## config.mk

```make
export PLATFORM = sky130hd
export DESIGN_NAME = uart_rx_engine
export DESIGN_NICKNAME = d
export VERILOG_FILES = /design/src/rtl/uart_rx_pkg.sv /design/src/rtl/uart_rx_fifo.sv /design/src/rtl/uart_rx_engine.sv
export SDC_FILE = /design/constraint.sdc
export NUM_CORES = 1
export LEC_CHECK = 0
export BUFFER_PORTS_ARGS = -buffer_cell sky130_fd_sc_hd__buf_4
export CORE_MARGIN = 5
export CORE_UTILIZATION = 55
export CTS_CLUSTER_DIAMETER = 80
export CTS_CLUSTER_SIZE = 30
export DETAILED_ROUTE_END_ITERATION = 10
export PLACE_DENSITY = 0.73
export SYNTH_ARGS = -nofsm -noshare
export SYNTH_HDL_FRONTEND = slang
export SYNTH_SLANG_ARGS = --single-unit
```

## constraint.sdc

```tcl
create_clock -name CLK_IP_i -period 3.6 [get_ports CLK_IP_i]
set_clock_uncertainty 0.05 [all_clocks]
set_input_delay 0.36 -clock CLK_IP_i [delete_from_list [all_inputs] [get_ports CLK_IP_i]]
set_output_delay 0.36 -clock CLK_IP_i [all_outputs]
set_load 0.01 [all_outputs]
```

## src/rtl/uart_rx_pkg.sv

```systemverilog
// Shared constants and FSM state type for the UART receive engine.
// The PARITY state exists only when UART_RX_PARITY_EN is defined.
package uart_rx_pkg;

    localparam int OVERSAMPLE = 16;
    localparam int MID_SAMPLE = 8;
    localparam int DATA_BITS  = 8;

`ifdef UART_RX_PARITY_EN
    typedef enum logic [2:0] {
        ST_IDLE,
        ST_START,
        ST_DATA,
        ST_PARITY,
        ST_STOP,
        ST_WAIT_IDLE
    } rx_state_t;
`else
    typedef enum logic [2:0] {
        ST_IDLE,
        ST_START,
        ST_DATA,
        ST_STOP,
        ST_WAIT_IDLE
    } rx_state_t;
`endif

endpackage

```

## src/rtl/uart_rx_fifo.sv

```systemverilog
// Receive FIFO with first-word fall-through head and fill level.
// A push while full only lands when a pop happens in the same cycle.
module uart_rx_fifo #(
    parameter int DEPTH   = 16,
    parameter int LEVEL_W = 5
) (
    input  logic               clk,
    input  logic               rst_n,
    input  logic               push,
    input  logic               pop,
    input  logic [7:0]         din,
    output logic [7:0]         dout,
    output logic               empty,
    output logic               full,
    output logic [LEVEL_W-1:0] level
);

    localparam int PTR_W = $clog2(DEPTH);

    logic [7:0]       mem [DEPTH];
    logic [PTR_W-1:0] wr_ptr;
    logic [PTR_W-1:0] rd_ptr;
    logic             wr_en;
    logic             rd_en;

    assign empty = (level == '0);
    assign full  = (level == LEVEL_W'(DEPTH));
    assign wr_en = push && (!full || pop);
    assign rd_en = pop && !empty;
    assign dout  = empty ? 8'h00 : mem[rd_ptr];

    always_ff @(posedge clk) begin
        if (wr_en) begin
            mem[wr_ptr] <= din;
        end
    end

    always_ff @(posedge clk or negedge rst_n) begin
        if (!rst_n) begin
            wr_ptr <= '0;
            rd_ptr <= '0;
            level  <= '0;
        end else begin
            if (wr_en) begin
                wr_ptr <= wr_ptr + 1'b1;
            end
            if (rd_en) begin
                rd_ptr <= rd_ptr + 1'b1;
            end
            case ({wr_en, rd_en})
                2'b10:   level <= level + 1'b1;
                2'b01:   level <= level - 1'b1;
                default: level <= level;
            endcase
        end
    end

endmodule

```

## src/rtl/uart_rx_engine.sv

```systemverilog
// 16x-oversampling UART receiver with FIFO, sticky errors and interrupt.
// Define UART_RX_PARITY_EN for 8E1 frames with a Parity_Err_o flag.
module uart_rx_engine
    import uart_rx_pkg::*;
#(
    parameter int FIFO_DEPTH = 16,
    parameter int LEVEL_W    = 5
) (
    input  logic               CLK_IP_i,
    input  logic               RST_IP_N_i,
    input  logic               UART_SIN_i,
    input  logic [15:0]        Baud_Div_i,
    input  logic               Rx_Rd_i,
    input  logic [LEVEL_W-1:0] Rx_Thresh_i,
    input  logic               Err_Clr_i,
    output logic [7:0]         Rx_Dat_o,
    output logic               Rx_Empty_o,
    output logic               Rx_Full_o,
    output logic [LEVEL_W-1:0] Rx_Level_o,
    output logic               Frame_Err_o,
    output logic               Overrun_o,
`ifdef UART_RX_PARITY_EN
    output logic               Parity_Err_o,
`endif
    output logic               Rx_Intr_o
);

    rx_state_t   state;
    logic [1:0]  sync;
    logic        sin;
    logic        sin_prev;
    logic [15:0] div_cnt;
    logic [15:0] div_load;
    logic        tick;
    logic [3:0]  phase;
    logic [2:0]  bit_cnt;
    logic [7:0]  shreg;
    logic        stop_tick;
    logic        push;
    logic        frame_set;
    logic        ovr_set;
    logic        err_any;
    logic        lvl_hit;

    assign sin      = sync[1];
    assign div_load = (Baud_Div_i == 16'd0) ? 16'd1 : Baud_Div_i;
    assign tick     = (div_cnt == 16'd0);

    always_ff @(posedge CLK_IP_i or negedge RST_IP_N_i) begin
        if (!RST_IP_N_i) begin
            sync     <= 2'b11;
            sin_prev <= 1'b1;
            div_cnt  <= '0;
        end else begin
            sync     <= {sync[0], UART_SIN_i};
            sin_prev <= sin;
            div_cnt  <= tick ? div_load - 16'd1 : div_cnt - 16'd1;
        end
    end

`ifdef UART_RX_PARITY_EN
    logic par_bad;
    logic par_set;
    assign par_set = (state == ST_PARITY) && tick &&
                     (phase == 4'(OVERSAMPLE - 1)) && (^{shreg, sin});
`else
    logic par_bad;
    assign par_bad = 1'b0;
`endif

    assign stop_tick = (state == ST_STOP) && tick &&
                       (phase == 4'(OVERSAMPLE - 1));
    assign push      = stop_tick && sin && !par_bad;
    assign frame_set = stop_tick && !sin;
    assign ovr_set   = push && Rx_Full_o && !Rx_Rd_i;

    // phase wraps 15->0 on its own, so every mid-bit sample is 16 ticks apart
    always_ff @(posedge CLK_IP_i or negedge RST_IP_N_i) begin
        if (!RST_IP_N_i) begin
            state   <= ST_IDLE;
            phase   <= '0;
            bit_cnt <= '0;
            shreg   <= '0;
`ifdef UART_RX_PARITY_EN
            par_bad <= 1'b0;
`endif
        end else begin
            case (state)
                ST_IDLE: begin
                    if (sin_prev && !sin) begin
                        state <= ST_START;
                        phase <= '0;
                    end
                end
                ST_START: begin
                    if (tick) begin
                        if (phase == 4'(MID_SAMPLE - 1)) begin
                            phase   <= '0;
                            bit_cnt <= '0;
                            state   <= sin ? ST_IDLE : ST_DATA;
                        end else begin
                            phase <= phase + 4'd1;
                        end
                    end
                end
                ST_DATA: begin
                    if (tick) begin
                        phase <= phase + 4'd1;
                        if (phase == 4'(OVERSAMPLE - 1)) begin
                            shreg   <= {sin, shreg[7:1]};
                            bit_cnt <= bit_cnt + 3'd1;
                            if (bit_cnt == 3'(DATA_BITS - 1)) begin
`ifdef UART_RX_PARITY_EN
                                state <= ST_PARITY;
`else
                                state <= ST_STOP;
`endif
                            end
                        end
                    end
                end
`ifdef UART_RX_PARITY_EN
                ST_PARITY: begin
                    if (tick) begin
                        phase <= phase + 4'd1;
                        if (phase == 4'(OVERSAMPLE - 1)) begin
                            par_bad <= ^{shreg, sin};
                            state   <= ST_STOP;
                        end
                    end
                end
`endif
                ST_STOP: begin
                    if (tick) begin
                        phase <= phase + 4'd1;
                        if (phase == 4'(OVERSAMPLE - 1)) begin
                            state <= sin ? ST_IDLE : ST_WAIT_IDLE;
                        end
                    end
                end
                ST_WAIT_IDLE: begin
                    if (sin) begin
                        state <= ST_IDLE;
                    end
                end
                default: state <= ST_IDLE;
            endcase
        end
    end

    uart_rx_fifo #(
        .DEPTH   (FIFO_DEPTH),
        .LEVEL_W (LEVEL_W)
    ) u_fifo (
        .clk   (CLK_IP_i),
        .rst_n (RST_IP_N_i),
        .push  (push),
        .pop   (Rx_Rd_i),
        .din   (shreg),
        .dout  (Rx_Dat_o),
        .empty (Rx_Empty_o),
        .full  (Rx_Full_o),
        .level (Rx_Level_o)
    );

`ifdef UART_RX_PARITY_EN
    assign err_any = Frame_Err_o || Overrun_o || Parity_Err_o;
`else
    assign err_any = Frame_Err_o || Overrun_o;
`endif
    assign lvl_hit = (Rx_Thresh_i != '0) && (Rx_Level_o >= Rx_Thresh_i);

    always_ff @(posedge CLK_IP_i or negedge RST_IP_N_i) begin
        if (!RST_IP_N_i) begin
            Frame_Err_o <= 1'b0;
            Overrun_o   <= 1'b0;
            Rx_Intr_o   <= 1'b0;
        end else begin
            Frame_Err_o <= frame_set || (Frame_Err_o && !Err_Clr_i);
            Overrun_o   <= ovr_set || (Overrun_o && !Err_Clr_i);
            Rx_Intr_o   <= lvl_hit || err_any;
        end
    end

`ifdef UART_RX_PARITY_EN
    always_ff @(posedge CLK_IP_i or negedge RST_IP_N_i) begin
        if (!RST_IP_N_i) begin
            Parity_Err_o <= 1'b0;
        end else begin
            Parity_Err_o <= par_set || (Parity_Err_o && !Err_Clr_i);
        end
    end
`endif

endmodule

```

==> metrics <==
largest net degree at the start of global routing 54; WP data required 3.19 ns; DRC 0; Final HPWL DP 10000 um; worst skew pair latency between 0.4 and 0.5 ns; Longest Clk Path Bufs 2; Crit-path slowest cell dfrtp_2; prevailing post-synth register cell edfxtp_1; largest family of logic cells by synthesized area multiplexers; GRT overflow 0; placed insts between 700 and 800; synth top area cells edfxtp_1 (48%), dfrtp_1 (16%), mux4_2 (11%); First DRT Iteration DRCs 520; Peak VDD IR approximately 320 uV; final hold vios 0; Synth Instances roughly 510; nets 600; critical path class reg2out; Synth Area in Compound Gates 5.20%; CTS clk-pin slew, worst paths 0.06 ns; GP Congestion 0.842; CP max FO 23; Setup Fix Bufs, Post-CTS 0; Tightest Pin Transition approximately 0.7 ns; Sink Count 181; CP Cell Sequence buf_12 > mux4_2 > mux4_2 > nor2b_1 > buf_4; count leader, synth edfxtp_1; Die H between 100 and 150 um; via count 4561; post-detailed-route wirelength per cell 20.3 um; CTS buffer count 17; initial core utilization 55.5%; Max Cap Viol 0; Sequential cell area 0.00517 mm^2; Synth cell types 64; FF+latch count, synth 181; Mapped Nets 549; final setup vio count 0; drt pass-1 iters 5; Fmax achieved 0.321 GHz; post-route insts no fill 754; xor-xnor portion of the synthesized cell area 2.61%; Hold Path Depth 2; Layout area overhead 13.8%; top-area cell type share of the netlist area a little under half; initial antenna violation count 0; CP arrival 2.70 ns; Max stage delay on crit path 0.65 ns; Stages on worst setup path 5; startpoint types register; post-synthesis simple-gate area fraction 10.1%; sequential area share after synthesis 64.6%; CP endpoint kind output pin; Syn. warnings 0; number of synthesized flops with an enable pin 128; io pins 44; reg2reg path depth 13; ANT nets after route 0; core area 0.0144 mm^2; DIE AREA between 0.015 and 0.02 mm^2; # rows 44; PortBufs 43; first-pass GRT wire length 24900 um; relative slew slack 53.0%; Ant. Diodes 0; TritonCTS clock tree done; vias in the first global route 4641; Worst path top cell family by delay multiplexers; Root Buffer clkbuf_16; Buffers & Inverters on Critical Path 2; hold buffer count at CTS 2; Power Density 667 mW/mm^2; H-tree depth 4; setup TNS 0 ns; min cycle time layout slightly above 3 ns; area leader, netlist edfxtp_1; Slew Viols, Final 0; Total GRT Usage 19.5%; Final period util 86.4%; RSZ-0062 raised after global routing no; die width 131 um; multi-input logic area around 0.0027 mm^2; most used cell, CP mux4_2; Via density 6.05; Post-synth top cells edfxtp_1 (128), dfrtp_1 (50), mux4_2 (40), nor2_1 (23), nand2_1 (22); # resized after CTS 0; fillers roughly 1100; post-synthesis async set-or-reset flop share approximately 29%; multiplexer share of the synthesized area 12.6%; final WL around 15000 um; layout cells sized above 1 25.6%; status finished clean; Synth Area per Inst 15.8 um^2; Adder-Cell Fraction of Synth Area 2.66%; Pleak 3.53 nW; Cell Area, Synth about 0.008 mm^2; Tightest Hold Check Type in2reg
## stage by stage
step / setup slack (ns) / power [mW] / area (um^2) / hold WS, ns / utilization [%]
CTS: 0.424 / 6.14 / 9110 / 0.0585 / 63.2
finish: 0.488 / 6.08 / 9110 / 0.0768 / 63.2
detailed placement: 0.582 / 4.32 / 8510 / 0.298 / 59.0
global placement: 0.675 / 4.27 / 8510 / 0.297 / 59.0
floorplan: 0.732 / 3.85 / 8010 / 0.0144 / -
global route: 0.351 / 6.40 / 9110 / 0.0637 / 63.2
## routing by layer
layer  GRT usage (%)  wire [um]
met1            27.6       6700
met2            30.5       7530
met3            3.90        784
met4            7.50        299
met5               0          0
## state kept, by name, summed over array words and instances, names as in the netlist
register and count:
Frame_Err_o 1, phase 4, Overrun_o 1, div_cnt 16
u_fifo.rd_ptr 4, u_fifo.mem 128, state 3, sin_prev 1
Rx_Intr_o 1, u_fifo.wr_ptr 4, sync 2, shreg 8
u_fifo.level 5, bit_cnt 3
## power by group
part	leakage [nW]	switching, mW	internal, mW
logic	1.31	0.707	0.877
registers	1.93	0.306	2.37
clock network	0.288	0.791	1.02
## cell usage in the layout (no fill, tap or decap), drive strengths merged, types with 6 or more instances in the layout
cell type and n:
nor3 8, a21oi 20, xnor2 11, nand2 23
xor2 12, ha 17, mux2 9, mux4 40
clkbuf 20, nand2b 6, edfxtp 128, nor4 8
nor2 23, buf 49, o21ai 21, a31oi 6
dfrtp 50, and3 17, nand3 9, inv 22
nor2b 12
## path summary, 6_finish.rpt
check,slack [ns],endpoint,start
max in group asynchronous,2.52,u_fifo.rd_ptr[0],RST_IP_N_i
min reg2reg,0.31,sync[1],sync[0]
min in group asynchronous,0.48,u_fifo.level[4],RST_IP_N_i
min,0.08,Overrun_o,Err_Clr_i
max,0.49,Rx_Dat_o[3],u_fifo.rd_ptr[0]
max reg2reg,0.59,u_fifo.level[4],div_cnt[3]
## final cells by class
type	count	area share, %
clock buffer	20	5.14
clock inverter	12	1.25
inverter	16	0.659
multi-input combinational	290	29.2
sequential	181	56.8
tap	184	2.53
timing repair buffer	51	4.40
## cell families (layout without fill, tap and decap cells)
group | Yosys count | in the layout
DFF | 181 | 181
buffers and inverters | 35 | 99
xor gates and xnor gates | 23 | 23
adders and majority gates | 17 | 17
AOI/OAI and AO/OA | 67 | 67
muxes | 50 | 50
and+or+nand+nor | 133 | 133
## worst reg2reg max path, cell delays in order, from the launching register on
cell	delay (ns)
dfrtp_1	0.42
nor3_1	0.39
and4_4	0.36
nand4_4	0.14
nor3_4	0.20
inv_1	0.09
ha_1	0.23
xor2_1	0.15
ha_1	0.22
nand3_1	0.08
o21ai_0	0.08
a222oi_1	0.25
nor2_1	0.09
xor2_1	0.14
Note: power is estimated with default switching activity, not from simulation.
